`config.mk`:
```
export PLATFORM = sky130hd
export DESIGN_NAME = mem_arbiter
export DESIGN_NICKNAME = d
export VERILOG_FILES = /design/src/rtl/mem_arbiter.sv
export SDC_FILE = /design/constraint.sdc
export NUM_CORES = 1
export LEC_CHECK = 0
export CAP_MARGIN = 25
export CORE_ASPECT_RATIO = 0.7
export CORE_UTILIZATION = 30
export DETAILED_ROUTE_END_ITERATION = 16
export PLACE_DENSITY_LB_ADDON = 0.3
export SETUP_SLACK_MARGIN = 0.02
export SLEW_MARGIN = 40
export SYNTH_ARGS = -nofsm -noshare
export SYNTH_HDL_FRONTEND = slang
export SYNTH_SLANG_ARGS = --single-unit
```
`constraint.sdc`:
```
create_clock -name clk -period 2.1 [get_ports clk]
set_clock_uncertainty 0.2 [all_clocks]
set_input_delay 0.525 -clock clk [delete_from_list [all_inputs] [get_ports clk]]
set_output_delay 0.525 -clock clk [all_outputs]
set_load 0.1 [all_outputs]
```
`src/rtl/mem_arbiter.sv`:
```
// Two-port (fetch / data) arbiter in front of one shared memory, round-robin on ties, with ack timeout.
// Latency: grant 1 cycle after request in IDLE; done pulse 1 cycle after mem_ack or timeout.
// Backpressure: requesters hold req until their done pulse; memory stalls by withholding mem_ack.
module mem_arbiter #(
  parameter int WORD_WIDTH     = 32,
  parameter int MEM_ADDR_WIDTH = 32,
  parameter int TIMEOUT        = 16
) (
  input  logic                      clk,
  input  logic                      nrst,
  // instruction-fetch port
  input  logic                      if_req,
  input  logic [MEM_ADDR_WIDTH-1:0] if_addr,
  output logic [WORD_WIDTH-1:0]     if_rdata,
  output logic                      if_done,
  // data port
  input  logic                      d_req,
  input  logic                      d_wr,
  input  logic [MEM_ADDR_WIDTH-1:0] d_addr,
  input  logic [WORD_WIDTH-1:0]     d_wdata,
  output logic [WORD_WIDTH-1:0]     d_rdata,
  output logic                      d_done,
  output logic                      err,
  // shared memory
  output logic                      mem_req,
  output logic                      mem_wr,
  output logic [MEM_ADDR_WIDTH-1:0] mem_addr,
  output logic [WORD_WIDTH-1:0]     mem_wdata,
  input  logic [WORD_WIDTH-1:0]     mem_rdata,
  input  logic                      mem_ack
);

  typedef enum logic [1:0] {
    IDLE    = 2'd0,
    BUSY_IF = 2'd1,
    BUSY_D  = 2'd2
  } state_t;

  // Counter value seen in the last BUSY cycle allowed before the abort.
  localparam logic [7:0] CNT_LAST = 8'(TIMEOUT - 1);

  state_t     state;
  state_t     state_nxt;
  logic [7:0] wait_cnt;
  logic       last_d;
  logic       grant_if;
  logic       grant_d;
  logic       busy;
  logic       timeout;
  logic       finish;

  // Next-state logic: arbitration in IDLE, completion/timeout detection in BUSY.
  always_comb begin
    state_nxt = state;
    grant_if  = 1'b0;
    grant_d   = 1'b0;
    busy      = (state != IDLE);
    // ack wins over timeout when both land in the same cycle
    timeout   = busy && !mem_ack && (wait_cnt == CNT_LAST);
    finish    = busy && (mem_ack || timeout);
    case (state)
      IDLE: begin
        // a done pulse still on the outputs means the requester has not yet
        // had a chance to drop its req, so skip arbitration this cycle
        if (!if_done && !d_done) begin
          if (d_req && (!if_req || !last_d)) begin
            grant_d   = 1'b1;
            state_nxt = BUSY_D;
          end else if (if_req) begin
            grant_if  = 1'b1;
            state_nxt = BUSY_IF;
          end
        end
      end
      BUSY_IF, BUSY_D: begin
        if (finish) begin
          state_nxt = IDLE;
        end
      end
      default: state_nxt = IDLE;
    endcase
  end

  // State register.
  always_ff @(posedge clk or negedge nrst) begin
    if (!nrst) begin
      state <= IDLE;
    end else begin
      state <= state_nxt;
    end
  end

  // Round-robin pointer and BUSY wait counter.
  always_ff @(posedge clk or negedge nrst) begin
    if (!nrst) begin
      last_d   <= 1'b0;
      wait_cnt <= 8'd0;
    end else begin
      if (grant_d || grant_if) begin
        last_d   <= grant_d;
        wait_cnt <= 8'd0;
      end else if (finish) begin
        wait_cnt <= 8'd0;
      end else if (busy) begin
        wait_cnt <= wait_cnt + 8'd1;
      end
    end
  end

  // Registered memory command, read data and completion pulses.
  always_ff @(posedge clk or negedge nrst) begin
    if (!nrst) begin
      mem_req   <= 1'b0;
      mem_wr    <= 1'b0;
      mem_addr  <= '0;
      mem_wdata <= '0;
      if_rdata  <= '0;
      d_rdata   <= '0;
      if_done   <= 1'b0;
      d_done    <= 1'b0;
      err       <= 1'b0;
    end else begin
      if_done <= 1'b0;
      d_done  <= 1'b0;
      err     <= 1'b0;
      if (grant_d) begin
        mem_req   <= 1'b1;
        mem_wr    <= d_wr;
        mem_addr  <= d_addr;
        mem_wdata <= d_wdata;
      end else if (grant_if) begin
        mem_req   <= 1'b1;
        mem_wr    <= 1'b0;
        mem_addr  <= if_addr;
        mem_wdata <= '0;
      end else if (finish) begin
        mem_req <= 1'b0;
        err     <= timeout;
        if (state == BUSY_IF) begin
          if_done <= 1'b1;
          if (mem_ack) begin
            if_rdata <= mem_rdata;
          end
        end else begin
          d_done <= 1'b1;
          // stores leave the load-data register alone
          if (mem_ack && !mem_wr) begin
            d_rdata <= mem_rdata;
          end
        end
      end
    end
  end

endmodule

```
# Yosys cells after proc, flatten, opt, wreduce, memory -nomap -nowiden
# Index checks and enable logic that the tools add are counted.
[word_totals]
register_bits = 144
mem_bits_ro = 0
output_inout_bits = 133
ramBits = 0
in_bits = 134
n_memories = 0
word_cells = 81
latch_bits = 0
[classes]
mux = 35
n_eq_ne = 6
n_bitwise = 3
magnitude_cmp = 0
multipliers = 0
shift = 0
n_reduce_logical = 24
addsub = 1
n_div = 0
[ops]
columns = ["op", "count"]
rows = [
  ["32-bit 2-to-1 mux", 4],
  ["8-bit 2-to-1 mux", 3],
  ["1-bit 2-to-1 mux", 23],
  ["5-bit AND reduction", 2],
  ["8-bit by 1-bit adder with 8-bit output (second input constant)", 1],
  ["8-bit by 4-bit equality test with 1-bit output (second input constant)", 1],
  ["2-bit 2-to-1 mux", 4],
  ["1-bit logical AND", 6],
  ["1-bit zero test", 6],
  ["3-bit nonzero test", 2],
  ["2-bit != test (second input constant)", 2],
  ["2-bit case mux with 2 select lines", 1],
  ["2-bit nonzero test", 2],
  ["1-bit logical OR", 3],
  ["3-bit != test (second input constant)", 1],
  ["1-bit NOT", 3],
  ["3-bit AND reduction", 1],
  ["2-bit by 1-bit equality test with 1-bit output (second input constant)", 1],
  ["2-bit equality test (second input constant)", 1],
  ["2-bit zero test", 1],
  ["2-bit OR reduction", 1],
]

# Depth between registers and ports, before layout
[depth]
word_depth = 8
depth_mapped = 8
mapped_depth_nobuf = 6

# Worst setup path before layout
# OpenSTA, ideal clock, no wires.
[synth_path]
path_type = "register -> register"
from = "register d_done"
to = "register mem_addr[24]"
path_buffers = 2
setup_slack_ns = -0.010
t_arrival_ns = 1.833
t_required_ns = 1.823
setup_time_ns = 0.077
path_stages_with_launch = 7
path_cell_list = "dfrtp_1 -> nor3b_4 -> o21ai_2 -> buf_2 -> buf_2 -> nand2_1 -> o21ai_1"
[synth_via]
elab_chain_cells = 5
elab_cells_between_ends = 8
[synth_lines]
columns = ["item", "line_no", "source"]
rows = [
  ["from (decl)", "22", "output logic d_done,"],
  ["from (signal assigned)", "120", "d_done <= 1'b0;"],
  ["from (signal assigned)", "124", "d_done <= 1'b0;"],
  ["from (signal assigned)", "145", "d_done <= 1'b1;"],
  ["1-bit zero test (*)", "65", "if (!if_done && !d_done) begin"],
  ["1-bit logical AND (*)", "65", ""],
  ["1-bit 2-to-1 mux", "65", ""],
  ["1-bit 2-to-1 mux", "61", "case (state)"],
  ["32-bit 2-to-1 mux or 2-bit nonzero test (tied branches)", "--", ""],
  ["to (signal assigned)", "129", "mem_addr <= d_addr;"],
  ["to (signal assigned)", "134", "mem_addr <= if_addr;"],
  ["to (decl)", "27", "output logic [MEM_ADDR_WIDTH-1:0] mem_addr,"],
]
# Every way passes the cells marked *; elsewhere a longest branch is shown, timed or not.
# A chain may end at the register's enable or synchronous reset.

# Worst setup path in the final report
[layout_path]
from = "register state[0]"
to = "register mem_wdata[3]"
[layout_via]
elab_chain_cells = 3
elab_cells_between_ends = 5
[layout_lines]
columns = ["item", "line_no", "source"]
rows = [
  ["from (decl)", "42", "state_t state;"],
  ["from (signal assigned)", "89", "state <= state_nxt;"],
  ["2-bit zero test (*)", "61", ""],
  ["1-bit 2-to-1 mux", "61", ""],
  ["32-bit 2-to-1 mux or 2-bit nonzero test (tied branches)", "--", ""],
  ["to (signal assigned)", "130", "mem_wdata <= d_wdata;"],
  ["to (decl)", "28", "output logic [WORD_WIDTH-1:0] mem_wdata,"],
]
# Marks and branches as above.

==> impl_metrics.py <==
metrics = {
    "outcome": {
        "status": "finished, final reports clean",
    },
    "sta": {
        "relSlewSlack_pct": 77.1,
        "hold_viol": 0,
        "slew_violations": 0,
        "worstMarginPinSlew_ns": 0.343,
        "post-route-period-util_pct": 95.6,
        "rsz0062_at_grt": "no",
        "fin_crit_ns": 2.01,
        "setup_tns_ns": 0,
        "finalSetupViolations": 0,
        "max_freq_mhz": 498,
    },
    "place": {
        "placed_cell_area_um2": 10200,
        "hpwlAfterDp_um": 12400,
        "routabilityCongestion": 0.792,
        "dp.cells": 927,
        "port_buffers": 266,
    },
    "finish": {
        "antenna_cells": 0,
        "layout.nets": 846,
        "instances_no_fill": 964,
        "utilization_pct": 57.6,
        "seqCellArea_um2": 3610,
        "area_growth_pct": 88.1,
        "stdcell_area_um2": 10900,
        "multi_input_area_um2": 2060,
        "final.fill_count": 1471,
        "drive_gt1_share_pct": 35.9,
    },
    "cts": {
        "htree_levels": 4,
        "clock_tree.buffer_depth": 2,
        "cts_root_buf": "clkbuf_16",
        "cts_tree": "built",
        "cts_buffers": 17,
        "path_clk_slew_ns": 0.06,
        "insertion_delay_ns": 0.41,
        "cts_num_sinks": 144,
    },
    "grt": {
        "grt_overflow_total": 0,
        "grt_max_degree": 75,
        "grt_pass1_vias": 4954,
        "track_usage_pct": 17.4,
        "antenna_found_initial": 0,
        "grt_pass1_wl_um": 27000,
    },
    "drt": {
        "wire_per_inst_um": 17.8,
        "drt_iter0_drc": 201,
        "wl_um": 17100,
        "drc": 0,
        "first_pass_iters": 4,
        "vias_per_cell": 4.75,
        "num_vias": 4577,
        "ant_nets": 0,
    },
    "worst_setup_path": {
        "worstPathRequired_ns": 2.19,
        "arrival_ns": 2.10,
        "crit_path_end_kind": "register",
        "cp-start-kind": "register",
        "criticalPathCategory": "reg2reg",
        "crit_path_max_fanout": 25,
    },
    "floorplan": {
        "coreArea_um2": 18900,
        "start_util_pct": 30.6,
        "die_h_um": 118,
        "die-area_um2": 19800,
        "die-width_um": 168,
        "rows": 42,
        "pin_count": 267,
    },
    "logic_synthesis": {
        "yosysSeqAreaShare_pct": 62.4,
        "yosysWarnings": 0,
        "synthCells": 425,
        "synthFlopType": "dfrtp_1",
        "ys_ff_latch": 144,
        "synth.area.top_cells": "dfrtp_1, mux2_2, mux2i_1",
        "async_flop_share_pct": 100,
        "yosysMostFrequentCell": "dfrtp_1",
        "synth.distinct_cells": 35,
        "synthTopCellsByCount": "dfrtp_1, mux2_2, nand2_1",
        "synth_top_area_share_pct": 62.4,
        "syn_area_per_cell_um2": 13.6,
        "synth-edff-count": 0,
        "syn-num-nets": 562,
        "synth_top_area_cell": "dfrtp_1",
        "synthesis.area_um2": 5770,
    },
    "run": {
        "maxCapViolCount": 0,
    },
    "min_path": {
        "hp-class": "reg2reg",
    },
}
==> stage by stage <==
stage                     hold WS (ns)  setup WS, ns
after floorplan                 0.0294         0.190
after global placement           0.233        -0.189
after detailed placement         0.243        -0.200
after CTS                        0.299        0.0537
after global routing             0.357        0.0211
final                            0.302        0.0931
==> placed cells by master, fill, tap and decap left out, drive strengths merged <==
| master | instances |
|---|---|
| nor3b | 1 |
| o32ai | 1 |
| nor2 | 3 |
| o221ai | 1 |
| nand4 | 3 |
| mux2i | 32 |
| clkdlybuf4s50 | 132 |
| bufinv | 1 |
| o41ai | 1 |
| and3b | 1 |
| a31oi | 1 |
| nor3 | 2 |
| or3 | 6 |
| clkbuf | 20 |
| nor4b | 1 |
| o31a | 1 |
| a21oi | 7 |
| clkinvlp | 4 |
| dlygate4sd3 | 1 |
| dfrtp | 144 |
| a21boi | 1 |
| clkinv | 4 |
| o31ai | 1 |
| nand2 | 38 |
| inv | 10 |
| and4 | 1 |
| nand3 | 2 |
| a32o | 1 |
| mux2 | 64 |
| buf | 155 |
| and2 | 3 |
| a22o | 33 |
| ha | 3 |
| o21ai | 42 |
| a41oi | 1 |
==> registers in the layout, summed over array words and instances (netlist names) <==
register,cells
last_d,1
d_done,1
if_rdata,32
d_rdata,32
state,2
wait_cnt,8
mem_addr,32
err,1
mem_req,1
if_done,1
mem_wr,1
mem_wdata,32
==> path summary, 6_finish.rpt <==
check	startpoint	end	slack, ns	depth (start not counted)
setup / recovery	state[0]$_DFFE_PN0P_	mem_wdata[3]$_DFFE_PN0N_	0.09	7
hold / removal	last_d$_DFFE_PN0N_	last_d$_DFFE_PN0N_	0.30	1
setup reg to reg	state[0]$_DFFE_PN0P_	mem_wdata[3]$_DFFE_PN0N_	0.09	7
hold reg to reg	last_d$_DFFE_PN0N_	last_d$_DFFE_PN0N_	0.30	1
max in group asynchronous	nrst	mem_wdata[17]$_DFFE_PN0N_	0.74	3
min in group asynchronous	nrst	mem_addr[15]$_DFFE_PN0N_	0.37	2
==> timing repair <==
item                                    in CTS  in global routing
pin swaps                                    0                  2
hold endpoints to repair                    24                  0
setup buffers                                0                  2
hold buffers                                 1                  0
resized for setup                            3                  5
gates cloned                                 0                  2
endpoints found under the setup margin      71                 80
==> kinds of logic after synthesis <==
family | Yosys count | synth area share [%]
AO/OA/AOI/OAI | 91 | 10.8
multiplexers | 96 | 18.0
flip-flops | 144 | 62.4
adder cells (fa/ha/maj) | 3 | 0.650
AND/OR/NAND/NOR | 61 | 5.40
buffers and inverters | 30 | 2.67
==> worst max-delay path, cell delays in order, from the launching register on <==
cell     delay, ns
dfrtp_1       0.40
inv_1         0.10
ha_4          0.19
nor3b_4       0.26
buf_4         0.17
o21ai_4       0.07
buf_4         0.23
a22o_1        0.27
==> layout make-up <==
type / instances / share of cell area [%]
Timing Repair Buffer: 290 / 39.6
Sequential cell: 144 / 33.2
Multi-Input combinational cell: 251 / 19.0
Clock buffer: 18 / 4.04
Tap cell: 242 / 2.79
Clock inverter: 14 / 1.21
Inverter: 5 / 0.173
==> per-layer routing <==
layer / up-vias / GRT usage [%] / wire (um)
met5: - / 0 / 0
met4: 0 / 4.42 / 212
met3: 17 / 5.18 / 1020
met2: 165 / 29.9 / 8590
met1: 2291 / 21.3 / 7300
li1: 2104 / - / -
Power is left out: the tool's default activity adds up to more than one toggle a clock period on the data nets, which glitch-free logic cannot reach.
